### src/rtl/regfile_ctx.sv
// General/label register file with combinational bypassed reads and a
// sequential general<->shadow save/restore engine for context switches.
module regfile_ctx #(
  parameter int WIDTH     = 8,
  parameter int NUM_GEN   = 8,
  parameter int NUM_LABEL = 8,
  parameter int COND_IDX  = 5,
  parameter int AW        = 3,
  parameter int LW        = 4
) (
  input  logic             clk,
  input  logic             rst_n,
  input  logic [AW-1:0]    rs1,
  input  logic [AW-1:0]    rs2,
  input  logic [AW-1:0]    rd,
  input  logic [WIDTH-1:0] write_data,
  input  logic             reg_write,
  input  logic             cond_write,
  input  logic             condition_bit,
  input  logic             label_read,
  input  logic             label_write,
  input  logic [LW-1:0]    label_rs,
  input  logic             save_req,
  input  logic             restore_req,
  output logic [WIDTH-1:0] regA_o,
  output logic [WIDTH-1:0] regB_o,
  output logic             busy,
  output logic             done
);

  localparam int GIW = (NUM_GEN > 1) ? $clog2(NUM_GEN) : 1;
  localparam int LIW = (NUM_LABEL > 1) ? $clog2(NUM_LABEL) : 1;
  localparam logic [AW-1:0]  COND_A = AW'(COND_IDX);
  localparam logic [GIW-1:0] COND_I = GIW'(COND_IDX);
  localparam logic [AW-1:0]  LAST_A = AW'(NUM_GEN - 1);

  typedef enum logic [1:0] {ST_IDLE, ST_SAVE, ST_RESTORE} state_t;

  state_t           state_q;
  logic [AW-1:0]    idx_q;
  logic             done_q;
  logic [WIDTH-1:0] gen_q  [NUM_GEN];
  logic [WIDTH-1:0] shad_q [NUM_GEN];
  logic [WIDTH-1:0] lab_q  [NUM_LABEL];

  logic [LW-1:0]    rd_lab;
  logic [WIDTH-1:0] lab_v;

  // Label writes reuse rd, resized to the label address width.
  assign rd_lab = LW'(rd);
  assign busy   = (state_q != ST_IDLE);
  assign done   = done_q;

  function automatic logic gen_ok(input logic [AW-1:0] a);
    return 32'(a) < NUM_GEN;
  endfunction

  function automatic logic lab_ok(input logic [LW-1:0] a);
    return 32'(a) < NUM_LABEL;
  endfunction

  function automatic logic [WIDTH-1:0] gen_port(input logic [AW-1:0] a);
    logic [WIDTH-1:0] v;
    v = (a != '0 && gen_ok(a)) ? gen_q[a[GIW-1:0]] : '0;
    if (!busy && cond_write && a == COND_A)
      v = WIDTH'(condition_bit);
    else if (!busy && reg_write && a == rd && a != '0 && gen_ok(a))
      v = write_data;
    return v;
  endfunction

  always_comb begin
    lab_v = lab_ok(label_rs) ? lab_q[label_rs[LIW-1:0]] : '0;
    if (!busy && label_write && lab_ok(label_rs) && label_rs == rd_lab)
      lab_v = write_data;
    regA_o = label_read ? lab_v : gen_port(rs1);
    regB_o = label_read ? lab_v : gen_port(rs2);
  end

  always_ff @(posedge clk or negedge rst_n) begin
    if (!rst_n) begin
      for (int i = 0; i < NUM_GEN; i++) begin
        gen_q[i]  <= '0;
        shad_q[i] <= '0;
      end
      for (int i = 0; i < NUM_LABEL; i++) lab_q[i] <= '0;
      state_q <= ST_IDLE;
      idx_q   <= '0;
      done_q  <= 1'b0;
    end else begin
      done_q <= 1'b0;
      unique case (state_q)
        ST_IDLE: begin
          if (reg_write && rd != '0 && gen_ok(rd))
            gen_q[rd[GIW-1:0]] <= write_data;
          // Placed after the general write so the condition bit wins on COND_IDX.
          if (cond_write)
            gen_q[COND_I] <= WIDTH'(condition_bit);
          if (label_write && lab_ok(rd_lab))
            lab_q[rd_lab[LIW-1:0]] <= write_data;
          idx_q <= '0;
          if (save_req)
            state_q <= ST_SAVE;
          else if (restore_req)
            state_q <= ST_RESTORE;
        end
        ST_SAVE, ST_RESTORE: begin
          if (state_q == ST_SAVE)
            shad_q[idx_q[GIW-1:0]] <= gen_q[idx_q[GIW-1:0]];
          else
            gen_q[idx_q[GIW-1:0]] <= shad_q[idx_q[GIW-1:0]];
          idx_q <= idx_q + AW'(1);
          if (idx_q == LAST_A) begin
            state_q <= ST_IDLE;
            done_q  <= 1'b1;
          end
        end
        default: state_q <= ST_IDLE;
      endcase
    end
  end

endmodule
### config.mk
export PLATFORM = sky130hd
export DESIGN_NAME = regfile_ctx
export DESIGN_NICKNAME = d
export VERILOG_FILES = /design/src/rtl/regfile_ctx.sv
export SDC_FILE = /design/constraint.sdc
export NUM_CORES = 1
export LEC_CHECK = 0
export CORE_ASPECT_RATIO = 0.75
export CORE_UTILIZATION = 45
export DETAILED_ROUTE_END_ITERATION = 8
export GPL_ROUTABILITY_DRIVEN = 0
export PLACE_DENSITY = 0.59
export SLEW_MARGIN = 20
export SYNTH_ARGS = -nofsm -noshare
export SYNTH_HDL_FRONTEND = slang
export SYNTH_SLANG_ARGS = --single-unit
### constraint.sdc
create_clock -name clk -period 6.8 [get_ports clk]
set_input_delay 0.68 -clock clk [delete_from_list [all_inputs] [get_ports clk]]
set_output_delay 0.68 -clock clk [all_outputs]
set_load 0.1 [all_outputs]
-- Word-level counts from Yosys, hierarchy flattened
Index checks and enable logic that the tools add are counted.
- add/subtract/negate cells: 1
- multipliers: 0
- div/mod/pow operators: 0
- $lt $le $gt $ge: 9
- eq/ne operators: 13
- shift operators: 0
- muxes and demuxes: 44
- bitwise logic cells: 5
- reduce and logical (&&, ||, !) cells: 28
- operators by type and width (kind ; number):
    bitwise mux 64 bit ; 4
    two-way mux 8 bit ; 23
    two-way mux 64 bit ; 2
    case mux 64 bit (2 select lines) ; 1
    binary-select mux 8 bit (select 3 bit) ; 5
    demux 8 bit (select 3 bit) ; 2
    greater-or-equal comparator 4 bit (second input constant) ; 5
    NOT 3 -> 4 bit ; 5
    logical AND 1 bit ; 15
    equality test 3 bit (second input constant) ; 3
    nonzero test 3 bit ; 3
    < comparator 4 x 1 -> 1 bit (second input constant) ; 2
    equality test 3 bit ; 2
    two-way mux 2 bit ; 3
    inequality test 2 bit (second input constant) ; 3
    inequality test 3 bit (second input constant) ; 2
    case mux 3 bit (2 select lines) ; 1
    AND reduction 2 bit ; 3
    AND reduction 3 bit ; 2
    equality test 4 x 3 -> 1 bit ; 1
    < comparator 3 x 4 -> 1 bit (second input constant) ; 1
    < comparator 4 bit (second input constant) ; 1
    case mux 2 bit (2 select lines) ; 1
    nonzero test 2 bit ; 2
    other kinds (7) ; 8
- register bits: 198
- latch bits: 0
- RAM bits: 0
- memory bits (read-only): 0
- bits of input ports: 30
- output and inout bits: 18
- word-level logic and storage cells: 127
- memories: 0

-- Logic depth before layout (Yosys ltp)
Gate-level depths: netlist of the first run.
- depth after elaboration: 9
- depth in mapped cells: 10
- depth with buffers taken out: 7

-- Worst setup path before layout of the first run
No wires, ideal clock.
- path type: input -> output
- start point: in rs2[0]
- end point: out regB_o[0]
- data arrival time: 4.031 ns
- required time: 6.120 ns
- slack: 2.089 ns
- cell stages on the path: 7
- path buffers: 2
- path through: clkbuf_1 > nor2b_1 > clkbuf_1 > a221oi_1 > nor4_1 > a22oi_1 > o311ai_1
- word-level cells in the longest chain between the ends: 8
- elaborated cells on any way between the ends: 14
- those cells by class: eq/ne: 2; mux: 7; bitwise: 1; reduce/logical: 4
- ends and longest elaborated chain (item ; line ; text):
    start: declaration ; 14 ; input logic [AW-1:0] rs2,
    NOT 3 -> 4 bit (not written as such) ; 64 ; v = (a != '0 && gen_ok(a)) ? gen_q[a[GIW-1:0]] : '0;
    binary-select mux 8 bit (select 3 bit) ; 64 ;
    two-way mux 8 bit (not written as such) (2 in a row) ; 64 ;
    two-way mux 8 bit ; 64 ;
    two-way mux 8 bit ; 67 ; else if (!busy && reg_write && a == rd && a != '0 && gen_ok(a))
    two-way mux 8 bit * ; 65 ; if (!busy && cond_write && a == COND_A)
    two-way mux 8 bit * ; 77 ; regB_o = label_read ? lab_v : gen_port(rs2);
    end: declaration ; 26 ; output logic [WIDTH-1:0] regB_o,
Every way passes the cells marked *; elsewhere a longest branch is shown, timed or not. The select of a mux whose other input is x is not followed.

-- Final worst setup path of the first run
- start point: in label_rs[1]
- end point: out regB_o[6]
- word-level cells in the longest chain between the ends: 7
- elaborated cells on any way between the ends: 11
- those cells by class: order compare: 1; eq/ne: 1; mux: 6; bitwise: 1; reduce/logical: 2
- ends and longest elaborated chain (item ; line ; text):
    start: declaration ; 22 ; input logic [LW-1:0] label_rs,
    NOT 3 -> 4 bit (not written as such) ; 73 ; lab_v = lab_ok(label_rs) ? lab_q[label_rs[LIW-1:0]] : '0;
    binary-select mux 8 bit (select 3 bit) ; 73 ;
    two-way mux 8 bit (not written as such) (2 in a row) ; 73 ;
    two-way mux 8 bit ; 73 ;
    two-way mux 8 bit * ; 74 ; if (!busy && label_write && lab_ok(label_rs) && label_rs == rd_lab)
    two-way mux 8 bit * ; 77 ;
Marks and branches as above.

==> results.json, run 1 <==
{
  "fillers": 2158,
  "syn_area_per_cell_um2": 10.58,
  "ant_nets": 0,
  "period_share_pct": 75.48,
  "ys.warnings.count": 0,
  "netlist_area_um2": 11210,
  "fin_cells": 1401,
  "viasPerCell": 6.129,
  "synth_seq_area_share_pct": 44.22,
  "synth_top_cells_by_area": "dfrtp_1 44%, mux4_2 9.2%, mux2_2 4.8%, nand2_1 4.1%, mux2_1 4.0%",
  "p_leak_nw": 4.915,
  "vdd_drop_max_mv": 0.3789,
  "cp.required_ns": 6.12,
  "cts_max_path_buffers": 2,
  "hpwl_um": 22630,
  "antenna_cells": 0,
  "fp.dieW_um": 184.2,
  "die_y_um": 138.7,
  "clkSlewWorstSetupHoldPaths_ns": 0.07,
  "cap_violations": 0,
  "grt_usage_pct": 26.51,
  "core_area_um2": 24220,
  "regArea_um2": 4959,
  "slew_viol_final": 0,
  "dp.cells": 1369,
  "cts_root_buffer": "clkbuf_16",
  "setup_violations": 0,
  "cts_max_level": 4,
  "async_reset_ff_share_pct": 100.0,
  "clock_latency_ns": 0.47,
  "endpoint_kind": "primary output",
  "yosysTopAreaCell": "dfrtp_1",
  "ys_ff_latch": 198,
  "relSlewSlack_pct": 25.00,
  "nNetsFinal": 1092,
  "crit_buf_inv": 2,
  "synthCells": 1059,
  "synth_most_common_cell": "dfrtp_1",
  "worstMarginPinSlew_ns": 1.121,
  "syn_nets": 1094,
  "drive_gt1_share_pct": 15.98,
  "critPathMostFrequentCell": "clkdlybuf4s50_1",
  "critPathSlowestCell": "clkdlybuf4s50_1",
  "synth_common_cells": "198 x dfrtp_1, 122 x nand2_1, 107 x nor2_1",
  "vias": 8587,
  "post_cts_resized": 0,
  "r2r_end": "gen_q[60]$_DFFE_PN0P_",
  "overflow": 0,
  "grt_pass1_vias": 8181,
  "start_kind": "input port",
  "drc": 0,
  "synth_cell_types": 65,
  "timing.fmax_ghz": 0.1948,
  "multi_input_area_um2": 5777,
  "grt_max_degree": 78,
  "crit_chain": "clkdlybuf4s50_1 > xor2_1 > or4_4 > or3b_4 > o21ai_4 > a221o_1 > clkdlybuf4s50_1",
  "timing_hold_violations_final": 0,
  "arrival_ns": 4.45,
  "cts-buffers-inserted": 17,
  "hold_path_class": "input port to asynchronous set/reset pin",
  "die_area_um2": 25540,
  "cts_hold_repair.buffers": 0,
  "syn2layout_area_growth_pct": 10.18,
  "finalSetupTns_ns": 0,
  "critPathKind": "input port to primary output",
  "post_cts_buffers": 0,
  "rrSetupSlack_ns": 3.62,
  "synth_edf_count": 0,
  "initial_utilization_pct": 46.27,
  "grt_setup_unrepaired": "no",
  "post-route-min-period_ns": 5.133,
  "dr.pass1.iters": 5,
  "cp_top_family": "buffers and inverters",
  "cts.sinks": 198,
  "status": "complete, no violations",
  "cp_max_fo": 17,
  "io_pins": 48,
  "grt_pass1_wl_um": 50660,
  "rr_worst_depth": 7,
  "yosysTopAreaCellShare_pct": 44.22,
  "worstReg2RegStart": "state_q[0]$_DFFE_PN0P_",
  "wirelength_um": 32160,
  "power_density_nw_per_um2": 417.2,
  "synth_ff_type": "dfrtp_1",
  "drtIter0Drc": 942,
  "fin_worst_skew_ns": 0.01595,
  "port_buffers": 47,
  "avgRoutedWirePerCell_um": 22.96,
  "antenna_found_initial": 0,
  "cts_tree": "done",
  "row_count": 49,
  "slowest_delay_ns": 1.14
}
cell families (layout without fill, tap and decap cells):
family | Yosys count | after routing | share of synthesized area, %
fa+ha+maj | 5 | 5 | 0.5583
mux | 165 | 165 | 21.18
simple gates | 307 | 307 | 12.52
flops | 198 | 198 | 44.22
xor+xnor | 7 | 7 | 0.5471
compound gates | 292 | 292 | 16.75
buf+inv | 85 | 96 | 4.232
worst max-delay path by stage:
| stage | end | startpoint | cells past startpoint | slack, ns |
|---|---|---|---|---|
| CTS | regB_o[6] | label_rs[1] | 7 | 1.69 |
| floorplan | regB_o[0] | rs2[0] | 7 | 2.09 |
| global route | regB_o[1] | label_rs[1] | 7 | 1.60 |
| global placement | regA_o[7] | label_rs[1] | 7 | 1.76 |
| detailed placement | regA_o[5] | label_rs[1] | 7 | 1.72 |
| finish | regB_o[6] | label_rs[1] | 7 | 1.67 |
area by class of cell:
cell class | count | area share, %
multi-input cells | 776 | 46.79
flip-flops and latches | 198 | 40.16
repair buffers | 59 | 4.570
clock buffers | 18 | 3.476
well taps | 331 | 3.354
clock inverters | 14 | 1.500
inverters | 5 | 0.1520
metal layers:
layer / vias to the layer above / routed length [um] / track usage, %
met5: - / 0 / 0
met4: 0 / 342 / 5.877
met3: 28 / 2546 / 5.725
met2: 334 / 13180 / 35.53
met1: 4338 / 16100 / 42.93
li1: 3887 / - / -
layout by cell type, fill, tap and decap left out, types with 3 or more instances in the layout:
cell,count
nand2_1,122
clkbuf_16,17
mux2_2,48
or3b_1,6
nand4_1,4
and3_1,5
a221o_1,19
a22oi_1,27
clkdlybuf4s50_1,46
inv_1,4
nor3_2,4
nor3_1,4
a21oi_1,85
nor2_1,107
dfrtp_2,3
mux4_2,46
o21ai_4,8
o21ai_1,72
mux2i_1,28
o211ai_1,5
dfrtp_1,195
buf_4,12
a221oi_1,16
o21ai_0,39
nand2b_1,12
inv_6,4
nor2b_1,11
xor2_1,7
mux2_1,40
inv_8,5
nor3b_1,4
nand3_1,9
ha_1,5
nor2_2,4
nand3b_1,3
stage by stage:
step	utilization (%)	worst slack (ns)	power [W]	hold slack, ns	area (um2)
floorplan	-	2.089	0.003451	0.3844	11210
global placement	48.45	1.760	0.004010	0.4586	11730
detailed placement	48.45	1.720	0.004050	0.4669	11730
CTS	50.98	1.695	0.005146	0.2674	12350
global route	50.98	1.598	0.005432	0.2819	12350
finish	50.98	1.667	0.005151	0.2378	12350
power breakdown:
group | total (W) | leakage [nW] | internal [W] | switching, W
registers | 0.00193 | 2.58 | 0.00161 | 0.000324
clock network | 0.00110 | 0.302 | 0.000565 | 0.000533
logic | 0.00212 | 2.04 | 0.000818 | 0.00130
flip-flops by register name, indices dropped and copies added, names as in the netlist:
name     flops
gen_q       64
lab_q       64
state_q      2
idx_q        3
done         1
shad_q      64
(Power assumes the default switching activity.)
==> inputs of run 2 (changes only) <==
PLACE_DENSITY = 0.61   (was 0.59)
clock period = 4.1 ns   (was 6.8 ns; I/O delays follow)
==> results.json, run 2 (synthesized netlist as in run 1, its figures left out) <==
{
  "fp.dieW_um": 184.2,
  "combPwrFrac_pct": 41.7,
  "cts_max_level": 4,
  "p_leak_nw": 5.098,
  "clock_latency_ns": 0.46,
  "viasPerCell": 6.129,
  "post_cts_resized": 0,
  "wl_met2_um": 12910,
  "power_density_nw_per_um2": 682.5,
  "antenna_found_initial": 0,
  "port_buffers": 47,
  "antenna_cells": 0,
  "nNetsFinal": 1112,
  "io_pins": 48,
  "rrSetupSlack_ns": 1.42,
  "post_cts_buffers": 0,
  "drc": 0,
  "cts_max_path_buffers": 2,
  "setup_violations": 0,
  "cap_violations": 0,
  "status": "complete, no violations",
  "timing_hold_violations_final": 0,
  "post-route-min-period_ns": 3.595,
  "seqPwrFrac_pct": 37.8,
  "setup_ws_ns": 0.5046,
  "grt_pass1_wl_um": 50340,
  "row_count": 49,
  "cts_tree": "done",
  "dpl_cell_area_um2": 12050,
  "dp_slack_ns": 0.7620,
  "relSlewSlack_pct": 33.44,
  "ant_nets": 0,
  "grt_max_degree": 100,
  "grt_setup_unrepaired": "no",
  "cts_root_buffer": "clkbuf_16",
  "cts.sinks": 198,
  "switching_share_pct": 41.15,
  "initial_utilization_pct": 46.27,
  "period_share_pct": 87.69,
  "core_area_um2": 24220,
  "dr.pass1.iters": 6,
  "cts-buffers-inserted": 17,
  "timing.fmax_ghz": 0.2781,
  "drive_gt1_share_pct": 19.17,
  "die_y_um": 138.7,
  "fin_worst_skew_ns": 0.01303,
  "routed-wl-met3_um": 2759,
  "cp_max_fo": 9,
  "reg_top3": "gen_q x64, lab_q x64, shad_q x64",
  "wirelength_um": 31610,
  "clkSlewWorstSetupHoldPaths_ns": 0.07,
  "critPathKind": "flop to primary output",
  "finalSetupTns_ns": 0,
  "hpwl_um": 22780,
  "rr_worst_depth": 4,
  "vdd_drop_max_mv": 0.6029,
  "grt_usage_pct": 26.21,
  "syn2layout_area_growth_pct": 12.99,
  "layout_common_cells": "195 x dfrtp_1, 122 x nand2_1, 107 x nor2_1, 85 x a21oi_1, 72 x o21ai_1",
  "finish.instance_area_um2": 12660,
  "cp.required_ns": 3.69,
  "fin_cells": 1421,
  "die_area_um2": 25540,
  "highest_layer": "met4",
  "vias": 8709,
  "hold_path_class": "input port to asynchronous set/reset pin",
  "worstReg2RegStart": "idx_q[0]$_DFFE_PN0N_",
  "total_power_w": 0.008642,
  "slew_viol_final": 0,
  "intPower_w": 0.005085,
  "drtIter0Drc": 896,
  "arrival_ns": 3.19,
  "endpoint_kind": "primary output",
  "avgRoutedWirePerCell_um": 22.25,
  "r2r_end": "shad_q[36]$_DFFE_PN0P_",
  "drt-met1-wl_um": 15530,
  "start_kind": "flop",
  "final_common_cell": "dfrtp_1",
  "dp.cells": 1389,
  "clock_power_share_pct": 20.6,
  "cts_hold_repair.buffers": 0,
  "worstMarginPinSlew_ns": 0.9930,
  "p_sw_w": 0.003556,
  "overflow": 0,
  "grt_pass1_vias": 8417
}
-- run 2: cell count changes in the layout (fill, tap and decap cells not counted), sizes merged --
cell,change
clkinv,+3
clkbuf,-1
inv,-2
buf,+36
clkdlybuf4s50,-16
-- run 2: cell type report --
class,instances,area (um2)
tap,331,414.1
multi-input combinational,776,5784
sequential,198,4959
fill,2147,11560
timing repair buffer,79,874.6
clock buffer,17,425.4
inverter,5,18.77
clock inverter,15,185.2
-- run 2: power groups by stage --
stage | clock, W | combinational, W | sequential, W
final | 0.00178 | 0.00360 | 0.00326
after global routing | 0.00187 | 0.00390 | 0.00337
after CTS | 0.00180 | 0.00358 | 0.00326
after detailed placement | 0 | 0.00357 | 0.00329
after global placement | 0 | 0.00351 | 0.00327
after floorplan | 0 | 0.00274 | 0.00299
-- run 2: metal layers --
metal	GRT usage (%)	vias up
li1	-	3927
met1	42.02	4405
met2	34.87	339
met3	6.434	38
met4	6.228	0
met5	0	-
-- run 2: worst max-delay path by stage --
stage / end / slack (ns) / depth (start not counted) / from
floorplan: regA_o[0] / 0.56 / 6 / rd[0]
global placement: regB_o[5] / 0.78 / 7 / rs2[0]
detailed placement: regA_o[5] / 0.76 / 7 / rd[1]
CTS: regB_o[7] / 0.49 / 7 / state_q[1]$_DFFE_PN0P_
global route: regA_o[0] / 0.34 / 8 / state_q[1]$_DFFE_PN0P_
finish: regB_o[7] / 0.50 / 7 / state_q[0]$_DFFE_PN0P_
-- run 2: critical path, cell delays in order (launching register included) --
cell and delay (ns):
dfrtp_1 0.42, inv_1 0.07, ha_1 0.51, nand2_1 0.27, or4_4 0.63, nor2b_1 0.25, a221o_1 0.40, buf_12 0.18
-- run 2: per-stage QoR --
| stage | utilization [%] | hold WS [ns] |
|---|---|---|
| after floorplan | - | 0.1144 |
| after global placement | 49.76 | 0.4589 |
| after detailed placement | 49.76 | 0.4652 |
| after CTS | 52.28 | 0.08364 |
| after global routing | 52.28 | 0.1157 |
| final | 52.28 | 0.04233 |
==> inputs of run 3 (changes only) <==
CTS_CLUSTER_DIAMETER = 200   (was unset)
==> results of run 3 <==
No change in the layout: final DEF, timing and power equal those of run 2.
